$ cat src/rtl/router_pkt_source_if.sv
// Byte-stream bundle between the packet source and its user/router.
// The master modport is the source side; slave is whoever drives it.
interface router_pkt_source_if;
  logic       wr_en;
  logic [7:0] wr_data;
  logic       start;
  logic [1:0] dest_addr;
  logic       inject_err;
  logic       busy;
  logic [7:0] dout;
  logic       pkt_valid;
  logic       tx_active;
  logic       done;
  logic [5:0] buf_count;
  logic       buf_full;
  logic       ovf;
  logic       cfg_err;

  modport master (
    input  wr_en, wr_data, start, dest_addr, inject_err, busy,
    output dout, pkt_valid, tx_active, done, buf_count, buf_full, ovf, cfg_err
  );

  modport slave (
    output wr_en, wr_data, start, dest_addr, inject_err, busy,
    input  dout, pkt_valid, tx_active, done, buf_count, buf_full, ovf, cfg_err
  );
endinterface

$ cat src/rtl/router_pkt_source.sv
// Router packet source: buffers payload bytes, then emits header, payload and
// parity byte under the router's busy back-pressure.
module router_pkt_source #(
  parameter int         MAX_LEN  = 63,
  parameter logic [1:0] BAD_ADDR = 2'd3
) (
  input  logic                 clk,
  input  logic                 rst,
  router_pkt_source_if.master  bus
);

  typedef enum logic [2:0] {IDLE, HEADER, PAYLOAD, PARITY, DONE} state_t;

  localparam logic [5:0] MAX_CNT = 6'(MAX_LEN);

  state_t     state_reg;
  logic [7:0] mem [MAX_LEN];
  logic [5:0] count_reg;
  logic [5:0] rd_idx_reg;
  logic [7:0] par_reg;
  logic [7:0] dout_reg;
  logic       inj_reg;
  logic       pkt_valid_reg;
  logic       tx_active_reg;
  logic       done_reg;
  logic       full_reg;
  logic       ovf_reg;
  logic       cfg_err_reg;

  logic       start_ok;
  logic       wr_ok;
  logic [5:0] rd_next;
  logic [5:0] rd_addr;
  logic [7:0] rd_byte;
  logic [7:0] header;

  assign header   = {count_reg, bus.dest_addr};
  assign start_ok = bus.start && (count_reg != 6'd0) && (bus.dest_addr != BAD_ADDR);
  // A start in the same cycle always wins over a write, accepted or not.
  assign wr_ok    = (state_reg == IDLE) && bus.wr_en && !bus.start && !full_reg;
  assign rd_next  = rd_idx_reg + 6'd1;
  assign rd_addr  = (state_reg == PAYLOAD) ? rd_next : 6'd0;
  assign rd_byte  = mem[rd_addr];

  // Buffer storage carries no reset; contents are only meaningful below count_reg.
  always_ff @(posedge clk) begin
    if (wr_ok) begin
      mem[count_reg] <= bus.wr_data;
    end
  end

  always_ff @(posedge clk) begin
    if (!rst) begin
      state_reg     <= IDLE;
      count_reg     <= 6'd0;
      rd_idx_reg    <= 6'd0;
      par_reg       <= 8'd0;
      dout_reg      <= 8'd0;
      inj_reg       <= 1'b0;
      pkt_valid_reg <= 1'b0;
      tx_active_reg <= 1'b0;
      done_reg      <= 1'b0;
      full_reg      <= 1'b0;
      ovf_reg       <= 1'b0;
      cfg_err_reg   <= 1'b0;
    end else begin
      case (state_reg)
        IDLE: begin
          done_reg    <= 1'b0;
          cfg_err_reg <= 1'b0;
          if (bus.start) begin
            if (start_ok) begin
              state_reg     <= HEADER;
              dout_reg      <= header;
              pkt_valid_reg <= 1'b1;
              tx_active_reg <= 1'b1;
              par_reg       <= par_reg ^ header;
              inj_reg       <= bus.inject_err;
              ovf_reg       <= 1'b0;
              rd_idx_reg    <= 6'd0;
            end else begin
              cfg_err_reg <= 1'b1;
            end
          end else if (bus.wr_en) begin
            if (!full_reg) begin
              count_reg <= count_reg + 6'd1;
              full_reg  <= (count_reg + 6'd1) == MAX_CNT;
              par_reg   <= par_reg ^ bus.wr_data;
            end else begin
              ovf_reg <= 1'b1;
            end
          end
        end

        HEADER: begin
          if (!bus.busy) begin
            state_reg  <= PAYLOAD;
            dout_reg   <= rd_byte;
            rd_idx_reg <= 6'd0;
          end
        end

        PAYLOAD: begin
          if (!bus.busy) begin
            if (rd_idx_reg == count_reg - 6'd1) begin
              state_reg     <= PARITY;
              dout_reg      <= par_reg ^ {7'b0, inj_reg};
              pkt_valid_reg <= 1'b0;
            end else begin
              rd_idx_reg <= rd_next;
              dout_reg   <= rd_byte;
            end
          end
        end

        PARITY: begin
          if (!bus.busy) begin
            state_reg     <= DONE;
            done_reg      <= 1'b1;
            tx_active_reg <= 1'b0;
            dout_reg      <= 8'd0;
            count_reg     <= 6'd0;
            full_reg      <= 1'b0;
            par_reg       <= 8'd0;
          end
        end

        DONE: begin
          done_reg  <= 1'b0;
          state_reg <= IDLE;
        end

        default: state_reg <= IDLE;
      endcase
    end
  end

  assign bus.dout      = dout_reg;
  assign bus.pkt_valid = pkt_valid_reg;
  assign bus.tx_active = tx_active_reg;
  assign bus.done      = done_reg;
  assign bus.buf_count = count_reg;
  assign bus.buf_full  = full_reg;
  assign bus.ovf       = ovf_reg;
  assign bus.cfg_err   = cfg_err_reg;

endmodule

$ cat src/flat_wrapper.sv
// flat-port wrapper written by rule: the top's interface ports become plain ports
module router_pkt_source_flat 
#(
  parameter int         MAX_LEN  = 63,
  parameter logic [1:0] BAD_ADDR = 2'd3
)
  (clk, rst, bus_wr_en, bus_wr_data, bus_start, bus_dest_addr, bus_inject_err, bus_busy, bus_dout, bus_pkt_valid, bus_tx_active, bus_done, bus_buf_count, bus_buf_full, bus_ovf, bus_cfg_err);
  router_pkt_source_if bus_i ();
  input  logic clk;
  input  logic rst;
  input wire logic [$bits(bus_i.wr_en)-1:0] bus_wr_en;
  input wire logic [$bits(bus_i.wr_data)-1:0] bus_wr_data;
  input wire logic [$bits(bus_i.start)-1:0] bus_start;
  input wire logic [$bits(bus_i.dest_addr)-1:0] bus_dest_addr;
  input wire logic [$bits(bus_i.inject_err)-1:0] bus_inject_err;
  input wire logic [$bits(bus_i.busy)-1:0] bus_busy;
  output wire logic [$bits(bus_i.dout)-1:0] bus_dout;
  output wire logic [$bits(bus_i.pkt_valid)-1:0] bus_pkt_valid;
  output wire logic [$bits(bus_i.tx_active)-1:0] bus_tx_active;
  output wire logic [$bits(bus_i.done)-1:0] bus_done;
  output wire logic [$bits(bus_i.buf_count)-1:0] bus_buf_count;
  output wire logic [$bits(bus_i.buf_full)-1:0] bus_buf_full;
  output wire logic [$bits(bus_i.ovf)-1:0] bus_ovf;
  output wire logic [$bits(bus_i.cfg_err)-1:0] bus_cfg_err;
  assign bus_i.wr_en = bus_wr_en;
  assign bus_i.wr_data = bus_wr_data;
  assign bus_i.start = bus_start;
  assign bus_i.dest_addr = bus_dest_addr;
  assign bus_i.inject_err = bus_inject_err;
  assign bus_i.busy = bus_busy;
  assign bus_dout = bus_i.dout;
  assign bus_pkt_valid = bus_i.pkt_valid;
  assign bus_tx_active = bus_i.tx_active;
  assign bus_done = bus_i.done;
  assign bus_buf_count = bus_i.buf_count;
  assign bus_buf_full = bus_i.buf_full;
  assign bus_ovf = bus_i.ovf;
  assign bus_cfg_err = bus_i.cfg_err;
  router_pkt_source #(.MAX_LEN(MAX_LEN), .BAD_ADDR(BAD_ADDR)) u_core (.clk(clk), .rst(rst), .bus(bus_i));
endmodule
$ cat config.mk
export PLATFORM = sky130hd
export DESIGN_NAME = router_pkt_source_flat
export DESIGN_NICKNAME = d
export VERILOG_FILES = /design/src/rtl/router_pkt_source_if.sv /design/src/rtl/router_pkt_source.sv /design/src/flat_wrapper.sv
export SDC_FILE = /design/constraint.sdc
export NUM_CORES = 1
export LEC_CHECK = 0
export BUFFER_PORTS_ARGS = -buffer_cell sky130_fd_sc_hd__clkbuf_2
export CORE_MARGIN = 2
export CORE_UTILIZATION = 35
export CTS_CLUSTER_DIAMETER = 60
export DETAILED_ROUTE_END_ITERATION = 8
export PLACE_DENSITY = 0.6
export SLEW_MARGIN = 20
export SYNTH_ARGS = -nofsm -noshare
export SYNTH_HDL_FRONTEND = slang
export SYNTH_SLANG_ARGS = --single-unit
$ cat constraint.sdc
create_clock -name clk -period 3.5 [get_ports clk]
set_clock_uncertainty 0.2 [all_clocks]
set_input_delay 0.525 -clock clk [delete_from_list [all_inputs] [get_ports clk]]
set_output_delay 0.525 -clock clk [all_outputs]
set_load 0.01 [all_outputs]
### Word-level counts from Yosys, hierarchy flattened

Memories as Yosys holds them, arrays and structs flattened.
Cells that the tools add are included.

| storage, ports and cells | value |
|---|---|
| memories | 1 |
| memory bits (writable) | 504 |
| register bits after elaboration | 38 |
| logic and storage cells | 119 |
| output and inout bits | 20 |
| input bits | 16 |

| operators by class | value |
|---|---|
| bitwise operators | 3 |
| mux-type cells | 51 |
| $add $sub $neg | 3 |
| reductions and logical operators | 28 |
| eq/ne operators | 21 |

Memory list:

| name | words | bits a word | read ports | clocked after Yosys merged registers in | write ports | line | text |
|---|---|---|---|---|---|---|---|
| u_core.mem | 63 | 8 | 1 | 0 | 1 | router_pkt_source.sv:17 | `logic [7:0] mem [MAX_LEN];` |

Operators with widths:

| cell | number |
|---|---|
| $mux 8 | 10 |
| $mux 6 | 9 |
| $pmux 8 s4 | 1 |
| $ne 2x2->1 const B | 10 |
| $mux 3 | 6 |
| $pmux 6 s3 | 1 |
| $reduce_and 6->1 | 3 |
| $mux 1 | 17 |
| $pmux 8 s2 | 1 |
| $xor 8x8->8 | 2 |
| $reduce_and 5->1 | 3 |
| $add 6x1->6 const B | 2 |
| $pmux 3 s4 | 1 |
| $pmux 6 s2 | 1 |
| $reduce_and 4->1 | 3 |
| $reduce_bool 2->1 | 5 |
| $pmux 1 s2 | 4 |
| $xor 8x1->8 | 1 |
| $eq 3x2->1 const B | 2 |
| $eq 6x6->1 | 1 |
| $eq 6x6->1 const B | 1 |
| $ne 3x3->1 const B | 2 |
| $reduce_bool 6->1 | 1 |
| $sub 6x1->6 const B | 1 |
| other kinds (12) | 18 |

### Longest topological paths before layout

Gate-level depths: netlist of run 1.

| depth | value |
|---|---|
| depth after elaboration | 6 |
| mapped depth | 12 |
| gate-level depth less buffers | 9 |

### Least setup slack after synthesis of run 1

No wires, ideal clock.

| path | value |
|---|---|
| path type | register to register |
| from | register u_core.state_reg[2] |
| to | memory u_core.mem[24][0], enable pin |
| required time | 2.930 ns |
| path slack | 0.682 ns |
| cell stages (with the launch flop) | 9 |
| period minus slack after synthesis | 2.818 ns |
| library setup time | 0.370 ns |
| arrival | 2.248 ns |
| path through | dfxtp_1 -> buf_6 -> or3_1 -> clkbuf_1 -> or3_1 -> clkbuf_1 -> nor2_1 -> nand3_1 -> nor2_1 |

| between the ends | value |
|---|---|
| cells in the longest elaborated chain, start to end | 6 |

RTL lines:

| element | line | text |
|---|---|---|
| start: declaration | router_pkt_source.sv:16 | `state_t state_reg;` |
| start signal: assignment | router_pkt_source.sv:54 | `state_reg <= IDLE;` |
| start signal: assignment | router_pkt_source.sv:73 | `state_reg <= HEADER;` |
| start signal: assignment | router_pkt_source.sv:97 | `state_reg <= PAYLOAD;` |
| $logic_not 3->1 | router_pkt_source.sv:40 | `assign wr_ok = (state_reg == IDLE) && bus.wr_en && !bus.start && !full_reg;` |
| $logic_and 1x1->1 (3 in a row) | router_pkt_source.sv:40 |  |
| $mux 1 | router_pkt_source.sv:47 | `if (wr_ok) begin` |
| $mux 1 (not written as such) | router_pkt_source.sv:48 | `mem[count_reg] <= bus.wr_data;` |
| end: declaration | router_pkt_source.sv:17 |  |

Every way passes these cells.

### Worst setup path after layout of run 1

| path | value |
|---|---|
| from | register u_core.state_reg[1] |
| to | register u_core.dout_reg[6] (netlist: u_core.bus.dout[6]) |

| between the ends | value |
|---|---|
| cells in the longest elaborated chain, start to end | 6 |
| elaborated cells between the ends (all ways) | 17 |
| those cells by class | 8 x eq/ne; 5 x mux; 3 x reduce/logical; 1 x memory |

RTL lines:

| element | line | text |
|---|---|---|
| $eq 3x2->1 | router_pkt_source.sv:42, router_pkt_source.sv:67 |  |
| $mux 6 | router_pkt_source.sv:42 | `assign rd_addr = (state_reg == PAYLOAD) ? rd_next : 6'd0;` |
| $mem_v2 63x8 | n/a |  |
| $mux 8 | router_pkt_source.sv:105 | `if (rd_idx_reg == count_reg - 6'd1) begin` |
| $mux 8 | router_pkt_source.sv:104 | `if (!bus.busy) begin` |
| $pmux 8 s4 | router_pkt_source.sv:67 | `case (state_reg)` |
| end signal: assignment | router_pkt_source.sv:74 | `dout_reg <= header;` |
| end signal: assignment | router_pkt_source.sv:107 | `dout_reg <= par_reg ^ {7'b0, inj_reg};` |
| end signal: assignment | router_pkt_source.sv:111 | `dout_reg <= rd_byte;` |
| end: declaration | router_pkt_source.sv:21 | `logic [7:0] dout_reg;` |

Parallel ways exist; a longest one is shown, timed or not. The select of a mux whose other input is x is not followed.
A chain may end at the register's enable or synchronous reset.

==> impl_metrics.py, run 1 <==
metrics = {
    "pwr": {
        "internal_power_w": 0.0105,
        "total_power_w": 0.0134,
        "clkPwrFrac": 0.426,
        "p_sw_w": 0.00287,
        "p_comb_frac": 0.041,
        "vdd_ir_drop_max_mv": 0.351,
        "leakage_nw": 8.59,
        "seq_power_share": 0.533,
        "p_sw_frac": 0.215,
        "powerDensity_nw_per_um2": 506,
    },
    "cells_and_area": {
        "num-fill-cells": 5950,
        "largest_reg_flops": 504,
        "fin_nets": 1804,
        "seq_area_um2": 15900,
        "area_growth_pct": 16.4,
        "final_util": 0.411,
        "final_cell_mix": "504 x edfxtp_1, 171 x nand2_1, 133 x buf_4, 126 x nor2_1, 117 x a21oi_1",
        "multi_input_area_um2": 6260,
        "fin_area_um2": 26400,
        "drive_gt1_frac": 0.167,
        "n_antenna_cell": 0,
        "final_common_cell": "edfxtp_1",
    },
    "placement": {
        "io_buffers": 35,
        "hpwl_mm": 42.7,
        "routabilityCongestion": 0.955,
        "dpl_cell_area_um2": 24700,
    },
    "hold_path": {
        "min_delay_path_depth": 3,
        "hold_class": "in2reg",
        "whs_endpoint": "u_core.bus.buf_count[4]",
        "hold_path_startpoint": "rst",
    },
    "clocking": {
        "cts_tree": "built",
        "ctsHoldBuffers": 1,
        "worstSkewPairLatency_ps": 620,
        "htree_levels": 2,
        "cts_setup_buffers": 0,
        "ctsResizeCount": 0,
        "clk_pin_slew_ps": 60,
        "numCtsBuffers": 57,
        "clockBufferDepth": 3,
        "root_buffer": "clkbuf_16",
        "cts_sinks": 542,
    },
    "setup_path": {
        "crit_path_frequent_cell": "a41oi_1",
        "cpPeakStageDelay_ps": 670,
        "cp_max_fo": 15,
        "worstRegToRegCells": 7,
        "worstSetupPathType": "reg2reg",
        "cp_cell_sequence": "nor4bb_1, mux2_2, nand2_1, a2111oi_0, a41oi_1, nand3_1, a41oi_1",
        "required_ps": 3780,
        "crit_path_start_kind": "flop",
        "worst_setup_path_end_kind": "flop",
        "cpMaxStageDelayCell": "a2111oi_0",
        "cp.arrival_ps": 3540,
        "r2r-start": "u_core.state_reg[1]",
        "r2r-end": "u_core.bus.dout[6]",
        "r2r_slack_ps": 230,
    },
    "logic_synthesis": {
        "synthArstFlopShare": 0,
        "syn_inst": 1662,
        "synth-seq-cells": 542,
        "seq_area_frac_synth": 0.701,
        "synth_nets": 1682,
        "synthesis.area_um2": 22700,
        "synth_edf_count": 504,
        "synth_cell_types": 80,
        "yosysWarnings": 0,
        "avgSynthCellArea_um2": 13.6,
        "synth-main-ff-cell": "edfxtp_1",
    },
    "timing": {
        "rsz0062_at_grt": "false",
        "min_period_ps": 3270,
        "hold_viol_final": 0,
        "worstMarginPinSlew_ps": 861,
        "tns_ps": 0,
        "finalMaxSlewViolations": 0,
        "timing.hold.ws_ps": 140,
        "maxSlewHeadroom": 0.425,
        "max_freq_ghz": 0.306,
        "finalCritPeriodShare": 0.933,
        "setup_violations": 0,
    },
    "floorplanning": {
        "die-width_um": 259,
        "rows": 93,
        "die_area_um2": 66900,
        "core_area_um2": 64200,
        "num_io_pins": 36,
        "start_util": 0.353,
        "die_y_um": 259,
    },
    "route": {
        "drcViolationCount": 0,
        "met1Wirelength_mm": 28.9,
        "drt_iter0_drc": 1901,
        "routed-wl-met3_mm": 5.39,
        "wl_per_cell_um": 24.6,
        "vias": 15100,
        "ant_nets": 0,
        "drt_wl_total_mm": 66.0,
        "wl_met2_mm": 29.5,
        "viasPerCell": 5.63,
        "drtPass1Iterations": 5,
        "top_layer_used": "met4",
    },
    "global_routing": {
        "grt_first_pass_wirelength_mm": 97.5,
        "grtUsageTotal": 0.195,
        "antenna_found_initial": 0,
        "grt_pass1_vias": 14500,
        "grt_max_degree": 71,
        "grt_remaining_overflow": 0,
    },
    "status": {
        "status": "finished, final reports clean",
    },
    "run": {
        "drv_cap": 0,
    },
}
## critical path: cells and delay by family (launching register included)
kind | cells | cell delay (ps)
AND/OR/NAND/NOR | 3 | 940
flip-flops | 1 | 630
AO/OA/AOI/OAI | 3 | 910
multiplexers | 1 | 440
## power by group through the flow
stage | Combinational [W] | Clock, W | Sequential, W
global route | 0.000579 | 0.00601 | 0.00713
detailed placement | 0.000537 | 0 | 0.00726
CTS | 0.000539 | 0.00579 | 0.00713
global placement | 0.000529 | 0 | 0.00726
finish | 0.000546 | 0.00570 | 0.00713
floorplan | 0.000244 | 0 | 0.00726
## Yosys cell counts (all sizes together), types with 4 or more instances
cell type | number | area [µm²]
edfxtp | 504 | 15100
a2bb2oi | 18 | 158
o311ai | 5 | 43.8
a31o | 4 | 35.0
a22oi | 21 | 158
mux2i | 104 | 1040
xor2 | 5 | 51.3
mux2 | 18 | 203
nor2b | 5 | 31.3
a31oi | 11 | 75.1
inv | 8 | 30.0
nor4bb | 4 | 40.0
nand2b | 9 | 56.3
nor2 | 128 | 490
nand3 | 88 | 440
a211oi | 28 | 220
o221ai | 25 | 219
o211ai | 21 | 158
and2 | 10 | 62.6
a21oi | 117 | 586
or2 | 4 | 25.0
buf | 70 | 367
a221oi | 21 | 196
clkbuf | 47 | 176
dfxtp | 38 | 761
xnor2 | 9 | 78.8
a41oi | 6 | 52.6
ha | 4 | 50.1
a311oi | 4 | 41.3
nand2 | 172 | 646
and3 | 6 | 37.5
nor3 | 17 | 95.1
o22ai | 13 | 81.3
o21ai | 46 | 230
or3 | 23 | 144
## how the worst max path moves through the flow
| stage | start | to | slack, ps | cells after the start |
|---|---|---|---|---|
| floorplan | u_core.state_reg[2] | u_core.mem[24][0] | 680 | 8 |
| finish | u_core.state_reg[1] | u_core.bus.dout[6] | 230 | 7 |
| global placement | u_core.state_reg[1] | u_core.bus.dout[5] | 340 | 8 |
| detailed placement | u_core.state_reg[1] | u_core.bus.dout[5] | 340 | 8 |
| CTS | u_core.state_reg[1] | u_core.bus.dout[5] | 320 | 8 |
| global route | u_core.state_reg[1] | u_core.bus.dout[5] | 180 | 8 |
## cell type report
class,count,share of cell area
flip-flops and latches,542,0.602
clock inverters,24,0.00682
well taps,855,0.0405
repair buffers,180,0.0532
clock buffers,82,0.0592
multi-input cells,993,0.237
inverters,10,0.00142
## layer usage
layer  vias up  GRT usage
met5         -          0
met4         0     0.0681
met3       125     0.0306
met2       725      0.297
met1      7627      0.285
li1       6647          -
## metrics by stage
stage / setup slack, ps / cells
3_3_place_gp: 340 / 2579
6_report: 235 / 2686
2_1_floorplan: 682 / 1662
3_5_place_dp: 342 / 2579
5_1_grt: 182 / 2686
4_1_cts: 321 / 2686
## logic make-up after synthesis
kind of cell,Yosys count,synth area share
and+or+nand+nor,482,0.0980
buffers and inverters,127,0.0256
AOI/OAI and AO/OA,370,0.112
xor gates and xnor gates,14,0.00574
adders and majority gates,4,0.00221
DFF,542,0.701
muxes,123,0.0558
Note: power is estimated with default switching activity, not from simulation.
==> inputs of run 2 (changes only) <==
- CELL_PAD_IN_SITES_DETAIL_PLACEMENT: unset -> 1
- CELL_PAD_IN_SITES_GLOBAL_PLACEMENT: unset -> 1
- PLACE_DENSITY: 0.6 -> 0.68
==> impl_metrics.py, run 2 (same netlist as run 1, synthesis figures left out) <==
metrics = {
    "timing": {
        "maxSlewHeadroom": 0.372,
        "tns_ps": 0,
        "setup_violations": 0,
        "finalMaxSlewViolations": 0,
        "max_freq_ghz": 0.311,
        "worstMarginPinSlew_ps": 940,
        "timing.hold.ws_ps": 165,
        "hold_viol_final": 0,
        "finalCritPeriodShare": 0.919,
        "min_period_ps": 3220,
        "rsz0062_at_grt": "false",
    },
    "clocking": {
        "worstSkewPairLatency_ps": 610,
        "cts_setup_buffers": 0,
        "root_buffer": "clkbuf_16",
        "cts_sinks": 542,
        "htree_levels": 2,
        "numCtsBuffers": 57,
        "cts_tree": "built",
        "clockBufferDepth": 3,
        "clk_pin_slew_ps": 60,
    },
    "cells_and_area": {
        "final_cell_mix": "504 x edfxtp_1, 171 x nand2_1, 139 x buf_4, 126 x nor2_1, 117 x a21oi_1",
        "largest_reg_flops": 504,
        "area_growth_pct": 17.4,
        "fin_nets": 1814,
        "final_cells": 2692,
        "drive_gt1_frac": 0.175,
        "n_antenna_cell": 0,
        "final_common_cell": "edfxtp_1",
    },
    "global_routing": {
        "grt_remaining_overflow": 0,
        "grtUsageTotal": 0.211,
        "grt_pass1_vias": 15900,
        "antenna_found_initial": 1,
        "grt_max_degree": 79,
        "grt_first_pass_wirelength_mm": 106,
    },
    "floorplanning": {
        "num_io_pins": 36,
        "rows": 93,
        "die_area_um2": 66900,
        "core_area_um2": 64200,
        "die_y_um": 259,
        "start_util": 0.353,
        "die-width_um": 259,
    },
    "placement": {
        "hpwl_mm": 46.2,
        "io_buffers": 35,
        "routabilityCongestion": 0.893,
        "dpl.cell_count": 2589,
    },
    "run": {
        "drv_cap": 0,
    },
    "setup_path": {
        "worstRegToRegCells": 9,
        "crit_path_start_kind": "flop",
        "cp.arrival_ps": 3530,
        "required_ps": 3820,
        "worst_setup_path_end_kind": "flop",
        "worstSetupPathType": "reg2reg",
        "cp_max_fo": 13,
    },
    "pwr": {
        "p_sw_frac": 0.214,
        "seq_power_share": 0.520,
        "clkPwrFrac": 0.439,
        "vdd_ir_drop_max_mv": 0.327,
        "leakage_nw": 8.71,
        "total_power_w": 0.0137,
        "internal_power_w": 0.0108,
        "p_sw_w": 0.00294,
        "p_comb_frac": 0.041,
        "powerDensity_nw_per_um2": 515,
    },
    "route": {
        "vias": 15400,
        "drt_wl_total_mm": 71.4,
        "drcViolationCount": 0,
        "wl_per_cell_um": 26.5,
        "drt_iter0_drc": 1440,
        "viasPerCell": 5.72,
        "drtPass1Iterations": 5,
        "ant_nets": 0,
    },
    "status": {
        "status": "finished, final reports clean",
    },
    "hold_path": {
        "min_delay_path_depth": 3,
        "hold_class": "in2reg",
    },
}
## run 2: changes by cell type in the layout (fill, tap and decap cells not counted)
cell	change
dfxtp_2	+1
clkinv_2	-1
buf_4	+6
inv_6	+2
dfxtp_1	-1
clkbuf_1	-10
buf_12	+4
clkinv_1	+1
bufinv_16	+4
## run 2: final timing paths
| check | startpoint | end | slack [ps] |
|---|---|---|---|
| max | u_core.state_reg[2] | u_core.bus.dout[0] | 280 |
| min | rst | u_core.bus.buf_count[3] | 160 |
| min reg2reg | u_core.bus.cfg_err | u_core.bus.cfg_err | 280 |
| max reg2reg | u_core.state_reg[2] | u_core.bus.dout[0] | 280 |
## run 2: worst max-delay path, stage by stage, from the launching register on
cell and delay (ps):
dfxtp_1 420, buf_4 240, nor4b_1 370, mux2_2 520, buf_4 260, nor2_1 60, buf_4 180, a32oi_1 310
nand3_1 250, a311oi_2 300
## run 2: power by group through the flow
stage / registers, W / logic, W / clock network, W
floorplan: 0.00726 / 0.000244 / 0
global placement: 0.00726 / 0.000534 / 0
detailed placement: 0.00726 / 0.000553 / 0
CTS: 0.00712 / 0.000558 / 0.00613
global route: 0.00713 / 0.000597 / 0.00636
finish: 0.00713 / 0.000563 / 0.00603
## run 2: repair_timing
action / CTS / global route
hold endpoints to repair: 1 / 0
hold buffers: 1 / 0
setup endpoints to repair: 0 / 1
gates resized for setup: 0 / 1
## run 2: stage by stage
| stage | utilization | instance area [µm²] | setup WS [ps] |
|---|---|---|---|
| after detailed placement | 0.386 | 24800 | 211 |
| after global placement | 0.386 | 24800 | 224 |
| after floorplan | - | 22700 | 682 |
| after global routing | 0.415 | 26600 | 152 |
| after CTS | 0.415 | 26600 | 189 |
| final | 0.415 | 26600 | 282 |
## run 2: cell type report
type,instances,area (µm²)
Multi-Input combinational cell,993,6260
Fill cell,6658,37600
Tap cell,855,1070
Timing Repair Buffer,190,1530
Clock buffer,72,1530
Sequential cell,542,15900
Inverter,10,37.5
Clock inverter,30,317
## run 2: per-layer routing
layer  GRT usage  vias up  part of all wire
met5           0        -           0.00011
li1            -     6652                 -
met4      0.0689        2             0.029
met2       0.345      641              0.48
met1       0.288     7972              0.43
met3      0.0346      119             0.070
